$ cat config.mk
export PLATFORM = sky130hd
export DESIGN_NAME = pc_sequencer_flat
export DESIGN_NICKNAME = d
export VERILOG_FILES = /design/src/rtl/pc_seq_pkg.sv /design/src/rtl/pc_seq_if.sv /design/src/rtl/pc_seq_stats.sv /design/src/rtl/pc_sequencer.sv /design/src/flat_wrapper.sv
export SDC_FILE = /design/constraint.sdc
export NUM_CORES = 1
export LEC_CHECK = 0
export CORE_MARGIN = 8
export CORE_UTILIZATION = 46
export DETAILED_ROUTE_END_ITERATION = 10
export GPL_TIMING_DRIVEN = 0
export PLACE_DENSITY = 0.81
export SYNTH_ARGS = -nofsm -noshare
export SYNTH_HDL_FRONTEND = slang
export SYNTH_SLANG_ARGS = --single-unit
$ cat constraint.sdc
create_clock -name clk -period 2.1 [get_ports clk]
set_input_delay 0.315 -clock clk [delete_from_list [all_inputs] [get_ports clk]]
set_output_delay 0.315 -clock clk [all_outputs]
set_load 0.02 [all_outputs]
$ cat src/rtl/pc_seq_pkg.sv
`default_nettype none
// ============================================================================
// Module      : pc_seq_pkg
// Description : Shared types and constants for the PC sequencer: FSM state
//               encoding, default reset/trap vectors and the fetch stride.
// Revision    : 1.0 - initial release
// ============================================================================
package pc_seq_pkg;

  typedef enum logic [1:0] {
    BOOT = 2'd0,
    RUN  = 2'd1,
    TRAP = 2'd2,
    HALT = 2'd3
  } state_t;

  localparam logic [31:0] DEFAULT_RESET_PC = 32'h0000_0000;
  localparam logic [31:0] DEFAULT_TRAP_PC  = 32'h0000_0180;
  localparam logic [31:0] PC_STEP          = 32'd4;

endpackage : pc_seq_pkg
`default_nettype wire

$ cat src/rtl/pc_seq_if.sv
`default_nettype none
// ============================================================================
// Module      : pc_seq_if
// Description : Bundle between the ID-stage control (hazard unit, branch
//               resolution) and the PC sequencer. Statistics signals exist
//               only when PC_SEQ_STATS_EN is defined.
// Revision    : 1.0 - initial release
// ============================================================================
interface pc_seq_if;

  logic        stall;
  logic        redirect;
  logic [31:0] redirect_pc;
  logic        halt;
  logic [31:0] pc;
  logic        fetch_valid;
  logic        if_id_write;
  logic        if_id_flush;
  logic        trap;
  logic        halted;
`ifdef PC_SEQ_STATS_EN
  logic [31:0] stat_cycles;
  logic [31:0] stat_stalls;
  logic [31:0] stat_redirects;
`endif

  // ID-stage side: presents hazard/branch decisions, consumes fetch control
  modport master (
    output stall, redirect, redirect_pc, halt,
    input  pc, fetch_valid, if_id_write, if_id_flush, trap, halted
`ifdef PC_SEQ_STATS_EN
    , input stat_cycles, stat_stalls, stat_redirects
`endif
  );

  // Sequencer side
  modport slave (
    input  stall, redirect, redirect_pc, halt,
    output pc, fetch_valid, if_id_write, if_id_flush, trap, halted
`ifdef PC_SEQ_STATS_EN
    , output stat_cycles, stat_stalls, stat_redirects
`endif
  );

endinterface : pc_seq_if
`default_nettype wire

$ cat src/rtl/pc_seq_stats.sv
`default_nettype none
// ============================================================================
// Module      : pc_seq_stats
// Description : Free-running wrap-around event counters for the sequencer:
//               RUN cycles, stalled RUN cycles and accepted redirects.
// Revision    : 1.0 - initial release
// ============================================================================
module pc_seq_stats (
  input  wire logic        clk,
  input  wire logic        rst_n,
  input  wire logic        i_run_cycle,
  input  wire logic        i_stall_event,
  input  wire logic        i_redirect_event,
  output logic [31:0]      o_stat_cycles,
  output logic [31:0]      o_stat_stalls,
  output logic [31:0]      o_stat_redirects
);

  logic [31:0] r_cycles;
  logic [31:0] r_stalls;
  logic [31:0] r_redirects;

  // Count events; HALT freezes counters because no event strobe fires there
  always_ff @(posedge clk) begin
    if (!rst_n) begin
      r_cycles    <= 32'd0;
      r_stalls    <= 32'd0;
      r_redirects <= 32'd0;
    end else begin
      if (i_run_cycle)      r_cycles    <= r_cycles + 32'd1;
      if (i_stall_event)    r_stalls    <= r_stalls + 32'd1;
      if (i_redirect_event) r_redirects <= r_redirects + 32'd1;
    end
  end

  assign o_stat_cycles    = r_cycles;
  assign o_stat_stalls    = r_stalls;
  assign o_stat_redirects = r_redirects;

endmodule : pc_seq_stats
`default_nettype wire

$ cat src/rtl/pc_sequencer.sv
`default_nettype none
// ============================================================================
// Module      : pc_sequencer
// Description : Program-counter owner for the pipelined MIPS core. Chooses
//               sequential advance, hazard hold, branch/jump redirect, trap on
//               misaligned target, or halt, and drives IF/ID control.
//               Optional statistics counters: define PC_SEQ_STATS_EN.
// Revision    : 1.0 - initial release
// ============================================================================
module pc_sequencer
  import pc_seq_pkg::*;
#(
  parameter logic [31:0] RESET_PC = DEFAULT_RESET_PC,
  parameter logic [31:0] TRAP_PC  = DEFAULT_TRAP_PC
) (
  input  wire logic clk,
  input  wire logic rst_n,
  pc_seq_if.slave   bus
);

  state_t      r_state;
  state_t      w_state_nxt;
  logic [31:0] r_pc;
  logic [31:0] w_pc_nxt;
  logic        w_fetch_valid;
  logic        w_if_id_write;
  logic        w_if_id_flush;
  logic        w_trap;
  logic        w_halted;

  // State and PC registers; reset overrides every input
  always_ff @(posedge clk) begin
    if (!rst_n) begin
      r_state <= BOOT;
      r_pc    <= RESET_PC;
    end else begin
      r_state <= w_state_nxt;
      r_pc    <= w_pc_nxt;
    end
  end

  // Next-state, next-PC and IF/ID control decode
  always_comb begin
    w_state_nxt   = r_state;
    w_pc_nxt      = r_pc;
    w_fetch_valid = 1'b0;
    w_if_id_write = 1'b1;
    w_if_id_flush = 1'b1;
    w_trap        = 1'b0;
    w_halted      = 1'b0;

    case (r_state)
      BOOT: begin
        w_state_nxt = RUN;
      end
      RUN: begin
        w_fetch_valid = 1'b1;
        w_if_id_write = !bus.stall;
        w_if_id_flush = 1'b0;
        if (bus.halt) begin
          w_state_nxt   = HALT;
          w_if_id_flush = 1'b1;
        end else if (bus.stall) begin
          // Branch is re-presented by the hazard unit once the stall clears
          w_pc_nxt = r_pc;
        end else if (bus.redirect) begin
          w_if_id_flush = 1'b1;
          if (bus.redirect_pc[1:0] == 2'b00) begin
            w_pc_nxt = bus.redirect_pc;
          end else begin
            w_pc_nxt    = TRAP_PC;
            w_state_nxt = TRAP;
          end
        end else begin
          w_pc_nxt = r_pc + PC_STEP;
        end
      end
      TRAP: begin
        w_trap      = 1'b1;
        w_state_nxt = RUN;
      end
      HALT: begin
        w_if_id_write = 1'b0;
        w_if_id_flush = 1'b0;
        w_halted      = 1'b1;
      end
      default: begin
        w_state_nxt = BOOT;
      end
    endcase

    // While reset is asserted the outputs already look like BOOT
    if (!rst_n) begin
      w_fetch_valid = 1'b0;
      w_if_id_write = 1'b1;
      w_if_id_flush = 1'b1;
      w_trap        = 1'b0;
      w_halted      = 1'b0;
    end
  end

  assign bus.pc          = r_pc;
  assign bus.fetch_valid = w_fetch_valid;
  assign bus.if_id_write = w_if_id_write;
  assign bus.if_id_flush = w_if_id_flush;
  assign bus.trap        = w_trap;
  assign bus.halted      = w_halted;

`ifdef PC_SEQ_STATS_EN
  logic w_run_cycle;
  logic w_stall_event;
  logic w_redirect_event;

  // Event strobes mirror the RUN priority chain: halt beats stall beats redirect
  always_comb begin
    w_run_cycle      = (r_state == RUN);
    w_stall_event    = w_run_cycle && bus.stall && !bus.halt;
    w_redirect_event = w_run_cycle && bus.redirect && !bus.stall && !bus.halt;
  end

  pc_seq_stats u_stats (
    .clk              (clk),
    .rst_n            (rst_n),
    .i_run_cycle      (w_run_cycle),
    .i_stall_event    (w_stall_event),
    .i_redirect_event (w_redirect_event),
    .o_stat_cycles    (bus.stat_cycles),
    .o_stat_stalls    (bus.stat_stalls),
    .o_stat_redirects (bus.stat_redirects)
  );
`endif

endmodule : pc_sequencer
`default_nettype wire
$ cat src/flat_wrapper.sv
// flat-port wrapper written by rule: the top's interface ports become plain ports
module pc_sequencer_flat import pc_seq_pkg::*;
#(
  parameter logic [31:0] RESET_PC = DEFAULT_RESET_PC,
  parameter logic [31:0] TRAP_PC  = DEFAULT_TRAP_PC
)
  (clk, rst_n, bus_stall, bus_redirect, bus_redirect_pc, bus_halt, bus_pc, bus_fetch_valid, bus_if_id_write, bus_if_id_flush, bus_trap, bus_halted);
  pc_seq_if bus_i ();
  input  wire logic clk;
  input  wire logic rst_n;
  input wire logic [$bits(bus_i.stall)-1:0] bus_stall;
  input wire logic [$bits(bus_i.redirect)-1:0] bus_redirect;
  input wire logic [$bits(bus_i.redirect_pc)-1:0] bus_redirect_pc;
  input wire logic [$bits(bus_i.halt)-1:0] bus_halt;
  output wire logic [$bits(bus_i.pc)-1:0] bus_pc;
  output wire logic [$bits(bus_i.fetch_valid)-1:0] bus_fetch_valid;
  output wire logic [$bits(bus_i.if_id_write)-1:0] bus_if_id_write;
  output wire logic [$bits(bus_i.if_id_flush)-1:0] bus_if_id_flush;
  output wire logic [$bits(bus_i.trap)-1:0] bus_trap;
  output wire logic [$bits(bus_i.halted)-1:0] bus_halted;
  assign bus_i.stall = bus_stall;
  assign bus_i.redirect = bus_redirect;
  assign bus_i.redirect_pc = bus_redirect_pc;
  assign bus_i.halt = bus_halt;
  assign bus_pc = bus_i.pc;
  assign bus_fetch_valid = bus_i.fetch_valid;
  assign bus_if_id_write = bus_i.if_id_write;
  assign bus_if_id_flush = bus_i.if_id_flush;
  assign bus_trap = bus_i.trap;
  assign bus_halted = bus_i.halted;
  pc_sequencer #(.RESET_PC(RESET_PC), .TRAP_PC(TRAP_PC)) u_core (.clk(clk), .rst_n(rst_n), .bus(bus_i));
endmodule
Word level (Yosys, flattened, before mapping)
Index checks and enable logic that the tools add are counted.
- memory bits (read-only): 0
- memory bits (writable): 0
- memories kept: 0
- bits in latches: 0
- logic and storage cells: 38
- input bits: 37
- output and inout bits: 37
- bits in registers: 34
- reduce and logical (&&, ||, !) cells: 7
- mux-type cells: 20
- equal/unequal tests: 6
- bitwise gates (word level): 2
- divide/modulo/power cells: 0
- add/sub/neg operators: 1
- multiply operators: 0
- shifts and indexed selects: 0
- $lt $le $gt $ge: 0
- operators with widths (operator ; number):
    $mux 32 ; 2
    $add 32x3->32 const B ; 1
    $mux 1 ; 11
    $ne 3x3->1 const B ; 3
    $mux 2 ; 4
    $eq 2x2->1 const B ; 2
    $logic_not 2->1 ; 2
    $pmux 1 s2 ; 2
    $pmux 2 s2 ; 1
    $reduce_and 4->1 ; 1
    $reduce_and 3->1 ; 1
    $eq 2x1->1 const B ; 1
    $not 1->1 ; 2
    $reduce_bool 2->1 ; 1
    $reduce_or 2->1 ; 1
    $logic_not 1->1 ; 1

Depth between registers and ports, before layout
- depth after elaboration: 6
- gate-level depth with buffers: 7
- mapped depth without buffers: 6

Worst setup path after synthesis
No wires, ideal clock.
- path kind: reg-to-reg
- start: register u_core.r_pc[2], in the netlist u_core.bus.pc[2]
- end: register u_core.r_pc[28], in the netlist u_core.bus.pc[28]
- setup time: 0.117 ns
- arrival: 1.978 ns
- path slack: 0.005 ns
- path buffers: 1
- data required time: 1.983 ns
- clock period less this slack: 2.095 ns
- stages on the path, launching flop included: 8
- cells stage by stage: dfxtp_1 -> ha_1 -> nand3_2 -> or4_4 -> buf_6 -> nor4_4 -> o21ai_1 -> a32o_1
- longest elaborated chain between the ends: 2
- RTL lines (what ; line ; source):
    start: declaration ; pc_sequencer.sv:23 ; logic [31:0] r_pc;
    start signal: assignment ; pc_sequencer.sv:38 ; r_pc <= w_pc_nxt;
    $add 32x3->32 ; pc_sequencer.sv:75 ; w_pc_nxt = r_pc + PC_STEP;
    $mux 32 ; pc_sequencer.sv:66 ; end else if (bus.redirect) begin
Every way passes these cells.
A chain may end at the register's enable or synchronous reset.

Worst setup path after layout
- start: input port bus_redirect
- end: output port bus_if_id_flush
- longest elaborated chain between the ends: 5
- RTL lines (what ; line ; source):
    start: declaration ; flat_wrapper.sv:12 ; input wire logic [$bits(bus_i.redirect)-1:0] bus_redirect;
    $mux 1 ; pc_sequencer.sv:66 ;
    $mux 1 ; pc_sequencer.sv:63 ; end else if (bus.stall) begin
    $mux 1 ; pc_sequencer.sv:60 ; if (bus.halt) begin
    $pmux 1 s2 ; pc_sequencer.sv:52 ; case (r_state)
    $mux 1 ; pc_sequencer.sv:93 ; if (!rst_n) begin
    end: declaration ; flat_wrapper.sv:18 ; output wire logic [$bits(bus_i.if_id_flush)-1:0] bus_if_id_flush;
Every way passes these cells.

==> impl_metrics.ini <==
[outcome]
status = finished, final reports clean

[placement]
hpwl_um = 5976
placed_area_um2 = 3003
gp_congestion = 0.9039
place.port_buffers = 73

[cts]
clock-sinks = 34
cts_made_buffers = 5
clock-root-buffer = clkbuf_8
cts_buffer_depth = 2
cts.reportedPaths.clkPinSlew_ps = 70
cts_tree = done
clk_latency_ps = 290
h-tree-depth = 2

[route]
routedWlPerCell_um = 20.26
vias = 2795
first_iter_violations = 333
drc_errors = 0
avgViaCountPerCell = 6.608
dr.pass1.iters = 6
ant_nets = 0
wl_um = 8568

[timing]
fin_crit_sh = 0.9808
finalHoldViolCount = 0
tightest_slew_ps = 666.6
whs_ps = 483.8
setup_violations = 0
fin_crit_ps = 2060
fin_skew_ps = 5.150
finalMaxSlewViolations = 0
max-slew-margin-rel = 0.5556
max_freq_ghz = 0.4855

[worst_setup_path]
crit_path_max_fanout = 10
critPathKind = in2out
critPathArrivalTime_ps = 1740
endpoint_kind = output port
crit_required_ps = 1780
crit_chain = clkdlybuf4s50_1 -> buf_6 -> clkinvlp_4 -> nor2_2 -> nor2_1 -> o21bai_1 -> clkdlybuf4s15_2
slowest_stage = clkdlybuf4s50_1
critPathMaxStageDelay_ps = 500
start_kind = input pin

[logic_synthesis]
synth_seq_cells = 34
netlist_area_um2 = 2205
synth_ff_type = dfxtp_1
ys_seq_area_frac = 0.3087
synth.area.top_cells = dfxtp_1 31%, a21oi_1 5.4%, nor2_1 4.9%
synth_edf_count = 0
yosysMostFrequentCell = dfxtp_1
ys_warn_count = 0
synth_nets = 323
avgSynthCellArea_um2 = 7.735
synth_top_area_frac = 0.3087
async_flop_share = 0
post-synth-top-area-cell = dfxtp_1
syn_inst = 285
synthTopCellsByCount = 34 x dfxtp_1, 29 x nor2_1, 24 x a21oi_1
netlist-cell-type-count = 52

[finish]
area_growth_pct = 45.01
multi_input_area_um2 = 1428
nNetsFinal = 407
final_area_um2 = 3197
antenna_cells = 0
fillers = 420
drive_gt1_frac = 0.1247
seqCellArea_um2 = 683.2

[power]
combPwrFrac = 0.155
swShare = 0.2536
p_per_area_nw_per_um2 = 482.7
leakage_nw = 1.146
ir_worst_vdd_mv = 0.4110
internal-power_mw = 1.152
p_sw_mw = 0.3913
pwr-share-clk = 0.410
power.share.sequential = 0.435

[floorplan]
ioPinCount = 74
die-area_um2 = 7264
start_util = 0.4730
die_x_um = 85.23
core_area_um2 = 4661
num_rows = 25
die_y_um = 85.23

[global_routing]
grt.overflow.total = 0
grt_max_degree = 11
grt_pass1_wl_um = 13520
grt_usage = 0.2297
grt_pass1_vias = 2703
grt_antenna_before_repair = 0

[run]
maxCapViolCount = 0

[hold_path]
hp-class = reg2reg
-- critical path, delay by kind of cell --
family | cells | cell delay (ps)
AO/OA/AOI/OAI | 1 | 140
AND/OR/NAND/NOR | 2 | 190
buffers and inverters | 4 | 1100
-- per-layer routing --
metal | vias up | share of wire | GRT usage
met5 | - | 0 | 0
met2 | 185 | 0.47 | 0.3800
met3 | 29 | 0.10 | 0.07046
li1 | 1270 | - | -
met4 | 0 | 0.025 | 0.09709
met1 | 1311 | 0.40 | 0.2668
-- power groups by stage --
stage / Sequential, mW / Combinational (mW) / Clock, mW
after floorplan: 0.688 / 0.0907 / 0
after global placement: 0.682 / 0.224 / 0
after detailed placement: 0.683 / 0.227 / 0
after CTS: 0.668 / 0.229 / 0.635
after global routing: 0.672 / 0.254 / 0.647
final: 0.671 / 0.239 / 0.633
-- metrics by stage --
step                      instances    util  setup slack (ps)  total power [mW]  setup TNS (ps)
after global placement          412  0.6443            -782.9            0.9060           -8284
after CTS                       419  0.6714            -28.24             1.532          -28.24
after detailed placement        412  0.6443            -810.4            0.9095           -9095
after global routing            423  0.6859            -11.26             1.573          -21.51
after floorplan                 285       -             4.775            0.7788               0
final                           423  0.6859             40.31             1.543               0
-- final timing paths --
kind | to | cells past startpoint | from | slack (ps)
worst max-delay path | bus_if_id_flush | 7 | bus_redirect | 40
worst min-delay path | u_core.bus.pc[1]$_SDFFE_PN0P_ | 1 | u_core.bus.pc[1]$_SDFFE_PN0P_ | 480
worst max register to register | u_core.bus.pc[28]$_SDFFE_PN0P_ | 7 | u_core.bus.pc[2]$_SDFFE_PN0P_ | 80
worst min register to register | u_core.bus.pc[1]$_SDFFE_PN0P_ | 1 | u_core.bus.pc[1]$_SDFFE_PN0P_ | 480
-- placed cells by master (no fill, tap or decap), types with 3 or more instances in the layout --
master and n:
a211oi_1 4, a21o_1 3, a21oi_1 24, a22oi_1 5, a31oi_1 5, a32o_1 4
a32oi_1 3, and3_1 13, and4_1 6, buf_1 3, buf_2 6, buf_4 5
buf_6 4, clkbuf_1 4, clkbuf_2 4, clkbuf_8 6, clkdlybuf4s50_1 68, dfxtp_1 32
inv_1 4, nand2_1 22, nand3_1 10, nand4_1 9, nor2_1 27, nor3_1 10
nor4_1 3, nor4_4 3, o211ai_1 5, o21a_1 3, o21ai_0 20, o21ai_1 3
o31ai_1 3, o41ai_1 4
-- logic make-up (layout without fill, tap and decap cells) --
| family | after synthesis | count (layout) | share of synthesized area |
|---|---|---|---|
| compound gates | 97 | 97 | 0.2849 |
| mux | 2 | 2 | 0.009081 |
| flops | 34 | 34 | 0.3087 |
| simple gates | 124 | 124 | 0.3326 |
| fa+ha+maj | 1 | 1 | 0.005674 |
| buf+inv | 27 | 111 | 0.05902 |
-- flip-flops by register name (all words and copies together), names as in the netlist --
register and count:
u_core.bus.pc 32, u_core.r_state 2
-- area by class of cell --
class | instances | share of cell area
multi-input cells | 224 | 0.4466
clock inverters | 1 | 0.009393
flip-flops and latches | 34 | 0.2137
clock buffers | 6 | 0.02583
well taps | 54 | 0.02114
repair buffers | 77 | 0.2344
plain buffers | 22 | 0.04188
inverters | 5 | 0.007045
-- repair_timing --
| action | in CTS | in global routing |
|---|---|---|
| hold buffers | 0 | 0 |
| pin swaps | 1 | 1 |
| resized for setup | 23 | 16 |
| setup buffers | 0 | 4 |
| gates cloned | 0 | 0 |
| setup endpoints to repair | 19 | 18 |
Note: power is estimated with default switching activity, not from simulation.
